**config.mk**
```make
export PLATFORM = sky130hd
export DESIGN_NAME = pixel_drain
export DESIGN_NICKNAME = d
export VERILOG_FILES = /design/src/rtl/pixel_drain_pkg.sv /design/src/rtl/pixel_drain_color_map.sv /design/src/rtl/pixel_drain.sv
export SDC_FILE = /design/constraint.sdc
export NUM_CORES = 1
export LEC_CHECK = 0
export BUFFER_PORTS_ARGS = -buffer_cell sky130_fd_sc_hd__buf_2
export CAP_MARGIN = 10
export CORE_MARGIN = 2
export CORE_UTILIZATION = 43
export CTS_CLUSTER_DIAMETER = 60
export DETAILED_ROUTE_END_ITERATION = 6
export PLACE_DENSITY = 0.67
export SLEW_MARGIN = 20
export SYNTH_ARGS = -nofsm -noshare
export SYNTH_HDL_FRONTEND = slang
export SYNTH_SLANG_ARGS = --single-unit
```
**constraint.sdc**
```tcl
create_clock -name clk -period 4.2 [get_ports clk]
set_input_delay 1.05 -clock clk [delete_from_list [all_inputs] [get_ports clk]]
set_output_delay 1.05 -clock clk [all_outputs]
set_load 0.005 [all_outputs]
```
**src/rtl/pixel_drain_pkg.sv**
```systemverilog
// Shared Mandelbrot definitions: drain FSM state encoding and the RGB332
// palette used to colour iteration counts.
package pixel_drain_pkg;

  // Drain FSM states (plain constants so older tools/netlists see fixed codes)
  localparam logic [1:0] ST_IDLE  = 2'd0;
  localparam logic [1:0] ST_ADDR  = 2'd1;
  localparam logic [1:0] ST_WAIT  = 2'd2;
  localparam logic [1:0] ST_WRITE = 2'd3;

  // RGB332 palette: black for points inside the set, then bands by count
  localparam logic [7:0] COLOR_SET   = 8'h00;
  localparam logic [7:0] COLOR_BAND0 = 8'hE0;  // red
  localparam logic [7:0] COLOR_BAND1 = 8'hFC;  // yellow
  localparam logic [7:0] COLOR_BAND2 = 8'h1C;  // green
  localparam logic [7:0] COLOR_BAND3 = 8'h1F;  // cyan
  localparam logic [7:0] COLOR_BAND4 = 8'h03;  // blue

endpackage

```
**src/rtl/pixel_drain_color_map.sv**
```systemverilog
// Combinational iteration-count to RGB332 colour lookup.
module color_map
  import pixel_drain_pkg::*;
#(
  parameter int MAX_ITERATIONS = 100
) (
  input  logic [7:0] count,
  output logic [7:0] color
);

  logic [31:0] count_ext;

  assign count_ext = {24'd0, count};

  // Escape limit first, then the bands from the lowest count upward
  always_comb begin
    color = COLOR_BAND4;
    if (count_ext >= 32'(MAX_ITERATIONS)) begin
      color = COLOR_SET;
    end else if (count < 8'd8) begin
      color = COLOR_BAND0;
    end else if (count < 8'd16) begin
      color = COLOR_BAND1;
    end else if (count < 8'd32) begin
      color = COLOR_BAND2;
    end else if (count < 8'd64) begin
      color = COLOR_BAND3;
    end
  end

endmodule

```
**src/rtl/pixel_drain.sv**
```systemverilog
// Reads iteration counts out of the partitioned M10K store in raster order
// and writes one coloured pixel per handshake to the VGA pixel sink.
module pixel_drain
  import pixel_drain_pkg::*;
#(
  parameter int PARTITION      = 2,
  parameter int PARTITION_SIZE = 100000,
  parameter int H_PIXELS       = 640,
  parameter int V_PIXELS       = 480,
  parameter int MAX_ITERATIONS = 100
) (
  input  logic                              clk,
  input  logic                              reset,
  input  logic                              start,
  output logic [$clog2(PARTITION_SIZE)-1:0] m10k_read_address,
  input  logic [PARTITION*8-1:0]            m10k_read_data,
  output logic [9:0]                        vga_x,
  output logic [8:0]                        vga_y,
  output logic [7:0]                        vga_color,
  output logic                              vga_write,
  input  logic                              vga_ready,
  output logic                              busy,
  output logic                              frame_done
);

  localparam int ADDR_W   = $clog2(PARTITION_SIZE);
  // Partitions actually touched by one frame; may exceed PARTITION when the
  // store is too small, so the counter must be able to count past it.
  localparam int PART_MAX = (H_PIXELS * V_PIXELS + PARTITION_SIZE - 1) / PARTITION_SIZE;
  localparam int PART_CNT = (PART_MAX > PARTITION) ? PART_MAX : PARTITION;
  localparam int PART_W   = $clog2(PART_CNT + 1);

  logic [1:0]        state_reg, state_next;
  logic [ADDR_W-1:0] addr_reg;
  logic [PART_W-1:0] part_reg;
  logic [9:0]        x_reg;
  logic [8:0]        y_reg;
  logic [7:0]        count_reg;
  logic              in_range_reg;
  logic              frame_done_reg;

  logic [7:0]        part_bytes [PARTITION];
  logic [7:0]        sel_byte;
  logic              sel_hit;
  logic [7:0]        mapped_color;
  logic              handshake;
  logic              last_pixel;

  // Split the packed read bus into one byte lane per partition
  generate
    for (genvar gi = 0; gi < PARTITION; gi++) begin : g_lane
      assign part_bytes[gi] = m10k_read_data[gi*8 +: 8];
    end
  endgenerate

  // Pick the lane for the current partition; out-of-range partitions miss
  always_comb begin
    sel_byte = 8'd0;
    sel_hit  = 1'b0;
    for (int p = 0; p < PARTITION; p++) begin
      if (part_reg == PART_W'(p)) begin
        sel_byte = part_bytes[p];
        sel_hit  = 1'b1;
      end
    end
  end

  assign handshake  = (state_reg == ST_WRITE) && vga_ready;
  assign last_pixel = (x_reg == 10'(H_PIXELS - 1)) && (y_reg == 9'(V_PIXELS - 1));

  // Next-state logic: fixed ADDR/WAIT/WRITE walk per pixel
  always_comb begin
    state_next = state_reg;
    case (state_reg)
      ST_IDLE:  if (start) state_next = ST_ADDR;
      ST_ADDR:  state_next = ST_WAIT;
      ST_WAIT:  state_next = ST_WRITE;
      ST_WRITE: if (handshake) state_next = last_pixel ? ST_IDLE : ST_ADDR;
      default:  state_next = ST_IDLE;
    endcase
  end

  // State register and the one-cycle end-of-frame pulse
  always_ff @(posedge clk or negedge reset) begin
    if (!reset) begin
      state_reg      <= ST_IDLE;
      frame_done_reg <= 1'b0;
    end else begin
      state_reg      <= state_next;
      frame_done_reg <= handshake && last_pixel;
    end
  end

  // Raster and storage position counters, advanced only on an accepted pixel
  always_ff @(posedge clk or negedge reset) begin
    if (!reset) begin
      x_reg    <= '0;
      y_reg    <= '0;
      addr_reg <= '0;
      part_reg <= '0;
    end else if (handshake) begin
      if (last_pixel) begin
        x_reg    <= '0;
        y_reg    <= '0;
        addr_reg <= '0;
        part_reg <= '0;
      end else begin
        if (x_reg == 10'(H_PIXELS - 1)) begin
          x_reg <= '0;
          y_reg <= y_reg + 9'd1;
        end else begin
          x_reg <= x_reg + 10'd1;
        end
        if (addr_reg == ADDR_W'(PARTITION_SIZE - 1)) begin
          addr_reg <= '0;
          part_reg <= part_reg + PART_W'(1);
        end else begin
          addr_reg <= addr_reg + ADDR_W'(1);
        end
      end
    end
  end

  // Capture the count once the M10K data is valid and hold it through WRITE
  always_ff @(posedge clk or negedge reset) begin
    if (!reset) begin
      count_reg    <= 8'd0;
      in_range_reg <= 1'b0;
    end else if (state_reg == ST_WAIT) begin
      count_reg    <= sel_byte;
      in_range_reg <= sel_hit;
    end
  end

  color_map #(
    .MAX_ITERATIONS(MAX_ITERATIONS)
  ) u_color_map (
    .count(count_reg),
    .color(mapped_color)
  );

  assign m10k_read_address = addr_reg;
  assign vga_x             = x_reg;
  assign vga_y             = y_reg;
  assign vga_write         = (state_reg == ST_WRITE);
  assign vga_color         = (vga_write && in_range_reg) ? mapped_color : COLOR_SET;
  assign busy              = (state_reg != ST_IDLE);
  assign frame_done        = frame_done_reg;

endmodule

```
==> metrics, run 1 <==
critical path type=register to primary output; cts bufs inserted=5; area of the die=6830 um^2; Routed Antenna Nets=0; status=complete, no violations; Crit Path Max Fanout=7; die height=82.7 um; Max Clk Rate=357 MHz; Final Setup Violations=0; CTS H-tree depth=2; synth cell count leaders=49 x dfrtp_1, 28 x nand2_1, 28 x nor2_1; # port buffers=62; Cell Pwr Density=405 nW/um^2; worst vdd ir=0.220 mV; Initial Utilization=44.7%; max_cap viols=0; Reg clk slew, reported paths=0.10 ns; post-DP HPWL=4130 um; synth warn=0; Layout area overhead=16.6%; pins over their slew limit=0; count leader, synth=dfrtp_1; Tcrit/Tclk final=66.7%; vias=2239; Worst Max-Slew Pin Slew=0.849 ns; Final #Nets=367; die width=82.7 um; vias in the first global route=2076; #FFs+latches synth=49; CTS root buf=clkbuf_8; top cells by area, synth=dfrtp_1 46%, ha_1 4.7%, nand2_1 3.9%, nor2_1 3.9%, xor2_1 3.9%; Top-Level Pins=67; Setup Skew=0.0136 ns; total track usage=18.3%; Vias/cell=5.42; critical path endpoint category=primary output; maximum buffer depth of the clock tree=2; hold_buf cts=0; post-route minimum period=2.80 ns; antenna diode count=0; # DRC=0; Leak=0.00155 uW; top-area cell type share of the netlist area=46.1%; Routed WL per cell=14.1 um; drt pass-1 iters=4; top cell type by total area after synthesis=dfrtp_1; global-route wire length before repair=9630 um; crit start category=register; Hold WC Path Type=register to register; Distinct cells, synth=47; Post-synth EDFFs=0; Worst Path Arrival=1.75 ns; Final Hold Viols=0; final RePlAce weighted congestion=0.865; pin count of the biggest net entering global routing=37; initial DRC count=79; post-CTS sizing=0; Filler cells=587; Relative slew margins=43.4%; top_reg_cell synth=dfrtp_1; Syn Area/Cell=9.57 um^2; total gr overflow=0; clk_lat worst skew=0.30 ns; Core Rows=28; Post-Syn Area=2660 um^2; share of layout cells above drive strength 1=25.1%; Power Total=1260 uW; sequential area share after synthesis=46.1%; RSZ-0062 raised after global routing=no; initial antenna violation count=0; Total Routed Length=5800 um; CP Data Required Time=3.15 ns; CTS tree=built; Async SR Flop Fraction=100%; post-synthesis cell count=278; setup bufs post-CTS=0; max FFs per register=17; Sum Neg Setup Slack=0 ns; Sink Count=49; Post-Syn Nets=308; core area=5960 um^2
[kinds of logic after synthesis]
logic type	count (synthesis)	share of synthesized area [%]
and+or+nand+nor	126	26.1
DFF	49	46.1
AOI/OAI and AO/OA	47	11.1
buffers and inverters	24	4.47
xor gates and xnor gates	19	6.25
adders and majority gates	10	4.70
muxes	3	1.27
[per-layer routing]
layer,track usage [%],vias up,routed length [um]
met5,0,-,0
met4,5.41,0,71
met3,3.91,9,261
met2,29.3,59,2680
met1,25.0,1078,2790
li1,-,1093,-
[worst paths after layout]
check | startpoint | endpoint | slack (ns) | depth (start not counted)
setup / recovery | state_reg[1] | vga_color[6] | 1.40 | 4
hold / removal | vga_x[6] | vga_x[6] | 0.49 | 1
setup reg to reg | state_reg[1] | m10k_read_address[13] | 1.82 | 6
hold reg to reg | vga_x[6] | vga_x[6] | 0.49 | 1
max in group asynchronous | reset | m10k_read_address[5] | 2.62 | 2
min in group asynchronous | reset | vga_x[5] | 0.85 | 1
[critical path, stage by stage (launching register included)]
cell      delay [ns]
dfrtp_1         0.41
ha_1            0.34
nand3b_1        0.17
nor4_1          0.34
buf_2           0.20
[cell usage in the layout, fill, tap and decap left out, drive strengths merged, types with 4 or more instances in the layout]
cell / count
a22oi: 6
ha: 10
nor3: 12
xor2: 12
nand2: 29
o21ai: 17
nand3: 17
buf: 64
nor4: 4
nor2: 28
clkbuf: 6
nand3b: 5
nand4: 12
a21oi: 13
inv: 12
and2: 4
xnor2: 7
dfrtp: 49
[metrics by stage]
step | setup slack [ns] | hold slack (ns) | utilization, % | cells | instance area (um^2)
final | 1.40 | 0.493 | 52.1 | 413 | 3100
after global routing | 1.22 | 0.533 | 52.1 | 413 | 3100
after CTS | 1.38 | 0.494 | 52.1 | 413 | 3100
after detailed placement | 1.49 | 0.477 | 50.5 | 405 | 3010
after global placement | 1.49 | 0.476 | 50.5 | 405 | 3010
after floorplan | 1.79 | 0.481 | - | 278 | 2660
[power by group]
group	internal, uW	total (uW)	leakage (uW)	switching [uW]
Clock	134	293	0.0000512	159
Combinational	143	325	0.000861	182
Sequential	550	639	0.000636	88.4
[area by class of cell]
| type | instances | area [um^2] | area share (%) |
|---|---|---|---|
| multi-input combinational | 205 | 1320 | 42.4 |
| sequential | 49 | 1230 | 39.5 |
| timing repair buffer | 64 | 325 | 10.5 |
| tap | 75 | 93.8 | 3.02 |
| clock buffer | 6 | 82.6 | 2.66 |
| inverter | 12 | 45.0 | 1.45 |
| clock inverter | 2 | 13.8 | 0.444 |
Note: power is estimated with default switching activity, not from simulation.
==> inputs of run 2 (changes only) <==
Clock period 4.2 ns to 2.9 ns, I/O delays scaled along.
==> run 2 against run 1 <==
  * Combinational power rose by 47%
  * Worst hold slack gained 0.0075 ns
  * Critical path depth stayed put
  * Non-clock buffer count is 1 higher
  * Clock skew down 0.0025 ns
  * Die area did not move
  * Clock power increased by 40%
==> metrics, run 2 (synthesis gave the netlist of run 1 again) <==
vias in the first global route=2021 (-2.6%); Top-Level Pins=67 (unchanged); CTS H-tree depth=2 (unchanged); Worst Max-Slew Pin Slew=0.760 ns (-0.0882 ns); Post-Layout Cell Count=414 (+0.24%); Tcrit/Tclk final=84.2%; # port buffers=62 (unchanged); CTS root buf=clkbuf_8; initial antenna violation count=0 (unchanged); routing usage on met2=27.1% (-2.2 points); post-route minimum period=2.44 ns; CTS tree=built; area of the die=6830 um^2 (unchanged); setup bufs post-CTS=0 (unchanged); clk_lat worst skew=0.31 ns (about the same); Sum Neg Setup Slack=0 ns (unchanged); pins over their slew limit=0 (unchanged); Net Sw Power=629 uW (+46%); GR Layer Usage met3=3.04% (-0.87 points); status=complete, no violations; Layout area overhead=16.6% (about the same); P_int=1180 uW (+43%); CP peak stage delay=0.43 ns (+0.02 ns); critical path endpoint category=primary output; drt pass-1 iters=4 (unchanged); maximum buffer depth of the clock tree=2 (unchanged); Sink Count=49 (unchanged); final RePlAce weighted congestion=0.876 (+1.3%); worst vdd ir=0.440 mV (+100%); Setup Skew=0.0111 ns (-0.00255 ns); # DRC=0 (unchanged); Comb pwr share=26.4% (+0.6 points); critical path type=register to primary output; Clock power frac=22.6% (-0.7 points); Vias/cell=5.36 (-1.2%); Final Hold Viols=0 (unchanged); Total Routed Length=5610 um (-3.4%); max FFs per register=17 (unchanged); met1 Use GR=22.8% (-2.2 points); total track usage=16.9% (-1.4 points); pin count of the biggest net entering global routing=50 (+35%); Routed Antenna Nets=0 (unchanged); R2R Setup Slk=0.71 ns (-1.11 ns); hold_buf cts=0 (unchanged); Area after DPL=3010 um^2 (+0.25%); post-CTS sizing=0 (unchanged); Post-Layout Inst Area=3100 um^2 (about the same); Leak=0.00155 uW (-0.15%); Power Total=1810 uW (+44%); vias=2217 (-0.98%); Relative slew margins=49.2% (+5.8 points); CP Data Required Time=2.17 ns (-0.98 ns); Initial Utilization=44.7% (unchanged); Reg clk slew, reported paths=0.10 ns (about the same); GRT Max-Usage Layer=met2; Final #Nets=368 (+0.27%); Hold WC Path Type=primary input to asynchronous set/reset pin; placed cells=406 (+0.25%); share of layout cells above drive strength 1=25.4% (+0.22 points); Worst Path Arrival=1.72 ns (-0.03 ns); Max Clk Rate=409 MHz; global-route wire length before repair=8960 um (-6.9%); Crit Path Max Fanout=7 (unchanged); antenna diode count=0 (unchanged); Final Setup Violations=0 (unchanged); max_cap viols=0 (unchanged); commonest non-fill, non-tap cells in the layout=62 x buf_2, 49 x dfrtp_1, 28 x nor2_1, 28 x nand2_1; most common cell after layout, fill and taps aside=buf_2; worst-path cell chain=ha_1 > nand3b_1 > nor4_1 > buf_2; die height=82.7 um (unchanged); core area=5960 um^2 (unchanged); Routed WL per cell=13.5 um (-3.6%); Critical Path Slowest Stage Cell=dfrtp_1; Cell Pwr Density=583 nW/um^2 (+44%); post-DP HPWL=4090 um (-1.0%); cts bufs inserted=5 (unchanged); Core Rows=28 (unchanged); total gr overflow=0 (unchanged); RSZ-0062 raised after global routing=no; Seq pwr share=51.1% (+0.3 points); sw frac=34.7% (+0.55 points); die width=82.7 um (unchanged); initial DRC count=103 (+30%); crit start category=register
run 2: changes by cell type in the layout (fill, tap and decap cells not counted), sizes merged:
| cell | change |
|---|---|
| buf | +1 |
| clkbuf | -1 |
| clkinv | -1 |
| clkinvlp | +1 |
| inv | +1 |
run 2: layout make-up:
type / count / area, um^2
fill: 579 / 2850
multi-input combinational: 205 / 1320
sequential: 49 / 1230
timing repair buffer: 65 / 333
tap: 75 / 93.8
clock buffer: 5 / 68.8
inverter: 12 / 45.0
clock inverter: 3 / 21.3
run 2: worst paths after layout:
check / startpoint / endpoint / cells past startpoint
setup / recovery: state_reg[1] / vga_color[6] / 4
setup reg to reg: vga_y[0] / m10k_read_address[11] / 6
hold / removal: reset / vga_x[9] / 2
hold reg to reg: vga_x[6] / vga_x[6] / 1
max in group asynchronous: reset / m10k_read_address[11] / 2
min in group clk: vga_x[6] / vga_x[6] / 1
run 2: power by group through the flow:
stage	clock network [uW]	logic [uW]	registers (uW)
2_1_floorplan	0	322	915
3_3_place_gp	0	462	932
3_5_place_dp	0	483	938
4_1_cts	423	484	924
5_1_grt	454	549	945
6_report	409	477	924
run 2: metrics by stage:
step / utilization, % / hold WS, ns / setup WS (ns)
floorplan: - / 0.429 / 0.819
global placement: 50.6 / 0.477 / 0.748
detailed placement: 50.6 / 0.494 / 0.720
CTS: 52.1 / 0.510 / 0.438
global route: 52.1 / 0.537 / 0.294
finish: 52.1 / 0.500 / 0.457
run 2: routing by layer:
metal / vias up / share of wire (%)
li1: 1101 / -
met1: 1059 / 48
met2: 50 / 46
met3: 7 / 4.7
met4: 0 / 1.5
met5: - / 0
run 2: critical path: cells and delay by family (launching register included):
kind                     cells  cell delay, ns
adder cells (fa/ha/maj)      1            0.32
buffers and inverters        1            0.19
flip-flops                   1            0.43
AND/OR/NAND/NOR              2            0.48
==> inputs of run 3 (changes only) <==
Settings changed: PLACE_DENSITY 0.67 to 0.69.
Clock period 2.9 ns to 2 ns, I/O delays scaled along.
==> run 3 against run 2 <==
  * Register-to-register slack worse by 0.59 ns
  * Sequential power up 47%
  * Clock-buffer cell count increased by 1
  * Die area is the same
  * Routed wire length increased by 2.9%
  * Worst setup slack got worse by 0.38 ns
  * Non-clock buffer count grew 19
  * Clock power rose by 81%
  * Clock skew rose by 0.0030 ns
  * Core utilization rose by 4.1 points
  * Design area grew 7.8%
  * Critical endpoint is now vga_color[2]
==> metrics, run 3 (synthesis gave the netlist of run 1 again) <==
status=complete, no violations; Seq pwr share=46.4% (-4.7 points); Leak=0.00166 uW (+7.7%); Final #Nets=387 (+5.2%); Filler cells=549 (-5.2%); maximum buffer depth of the clock tree=2 (unchanged); critical path type=register to primary output; Cell Pwr Density=874 nW/um^2 (+50%); Initial Utilization=44.7% (unchanged); core area=5960 um^2 (unchanged); hold_buf cts=0 (unchanged); P_int=1960 uW (+66%); initial DRC count=135 (+31%); drt pass-1 iters=4 (unchanged); Hold WC Path Type=primary input to asynchronous set/reset pin; GRT Max-Usage Layer=met2; global-route wire length before repair=9470 um (+5.7%); worst vdd ir=0.729 mV (+65%); commonest non-fill, non-tap cells in the layout=62 x buf_2, 48 x dfrtp_1, 28 x nor2_1; Worst Path Arrival=1.43 ns (-0.29 ns); Relative slew margins=57.0% (+7.8 points); crit start category=register; placed cells=421 (+3.7%); worst-path cell chain=ha_4 > nand3b_1 > buf_6 > nor3_4 > buf_2; total track usage=18.2% (+1.3 points); Clock power frac=25.3% (+2.7 points); vias=2300 (+3.7%); Final Hold Viols=0 (unchanged); initial antenna violation count=0 (unchanged); clk_lat worst skew=0.31 ns (about the same); most common cell after layout, fill and taps aside=buf_2; met1 Use GR=24.3% (+1.5 points); Vias/cell=5.31 (-0.81%); pin count of the biggest net entering global routing=50 (unchanged); die width=82.7 um (unchanged); Top-Level Pins=67 (unchanged); Post-Layout Cell Count=433 (+4.6%); Final Setup Violations=0 (unchanged); sw frac=33.1% (-1.6 points); Setup Skew=0.0140 ns (+0.00298 ns); Core Rows=28 (unchanged); Worst Max-Slew Pin Slew=0.645 ns (-0.115 ns); Layout area overhead=25.8%; # port buffers=62 (unchanged); # DRC=0 (unchanged); critical path endpoint category=primary output; Net Sw Power=968 uW (+54%); max_cap viols=0 (unchanged); CTS H-tree depth=2 (unchanged); cts bufs inserted=5 (unchanged); total gr overflow=0 (unchanged); final RePlAce weighted congestion=0.850 (-2.9%); CTS root buf=clkbuf_8; Max Clk Rate=519 MHz; Routed WL per cell=13.3 um (-1.6%); Routed Antenna Nets=0 (unchanged); Reg clk slew, reported paths=0.10 ns (about the same); CP peak stage delay=0.40 ns (-0.03 ns); CTS tree=built; area of the die=6830 um^2 (unchanged); Sink Count=49 (unchanged); GR Layer Usage met3=4.24% (+1.2 points); max FFs per register=17 (unchanged); share of layout cells above drive strength 1=31.3% (+5.9 points); vias in the first global route=2130 (+5.4%); CP Data Required Time=1.50 ns (-0.67 ns); pins over their slew limit=0 (unchanged); post-route minimum period=1.93 ns; Min Hold Slack=0.153 ns (-0.347 ns); antenna diode count=0 (unchanged); Crit Path Max Fanout=3 (-4); Total Routed Length=5770 um (+2.9%); Critical Path Slowest Stage Cell=dfrtp_1; RSZ-0062 raised after global routing=yes; Tcrit/Tclk final=96.4%; die height=82.7 um (unchanged); Comb pwr share=28.3% (+1.9 points); routing usage on met2=28.9% (+1.8 points); post-DP HPWL=4160 um (+1.9%)
-- run 3: cell types whose count changed in the layout (fill, tap and decap cells not counted), sizes merged --
| cell | delta |
|---|---|
| buf | +19 |
| bufinv | +1 |
| clkbuf | +1 |
| clkinv | -1 |
| inv | -1 |
-- run 3: final cells by class --
class                   count  area [um^2]  area share [%]
multi-input cells         205         1370            40.9
inverters                  12         45.0            1.35
well taps                  75         93.8            2.80
clock inverters             2         37.5            1.12
repair buffers             84          492            14.7
flip-flops and latches     49         1230            36.7
clock buffers               6         82.6            2.47
-- run 3: metrics by stage --
| step | cell area, um^2 | utilization (%) | total power, uW | TNS [ns] | worst slack [ns] |
|---|---|---|---|---|---|
| finish | 3350 | 56.2 | 2930 | 0 | 0.0724 |
| global route | 3350 | 56.2 | 3130 | -0.195 | -0.0505 |
| CTS | 3300 | 55.4 | 2910 | 0 | 0.0320 |
| detailed placement | 3140 | 52.7 | 2130 | 0 | 0.0543 |
| global placement | 3140 | 52.7 | 2090 | 0 | 0.0941 |
| floorplan | 2660 | - | 1790 | 0 | 0.121 |
-- run 3: final timing paths --
check	start	endpoint	slack, ns	cells past startpoint
worst min register to register	vga_y[4]	vga_y[4]	0.50	1
worst max register to register	m10k_read_address[1]	m10k_read_address[5]	0.12	7
worst min-delay path	reset	vga_x[9]	0.15	2
min in group clk	vga_y[4]	vga_y[4]	0.50	1
max in group asynchronous	reset	vga_y[1]	1.60	2
worst max-delay path	state_reg[1]	vga_color[2]	0.07	5
-- run 3: repair_timing --
item / CTS / global route
endpoints found under the setup margin: 6 / 16
gates resized for setup: 4 / 9
setup buffers: 2 / 2
gates cloned: 0 / 0
pin swaps: 3 / 3
-- run 3: power groups by stage --
stage | Combinational, uW | Clock (uW) | Sequential (uW)
2_1_floorplan | 466 | 0 | 1330
3_3_place_gp | 765 | 0 | 1330
3_5_place_dp | 796 | 0 | 1330
4_1_cts | 818 | 766 | 1330
5_1_grt | 945 | 808 | 1380
6_report | 828 | 740 | 1360
-- run 3: critical path: cells and delay by family, from the launching register on --
kind	cells	cell delay, ns
fa+ha+maj	1	0.15
buf+inv	2	0.31
flops	1	0.40
simple gates	2	0.28
-- run 3: routing by layer --
layer / wire [um] / vias up
met3: 302 / 5
met4: 70 / 0
li1: - / 1140
met1: 2690 / 1095
met2: 2710 / 60
met5: 0 / -
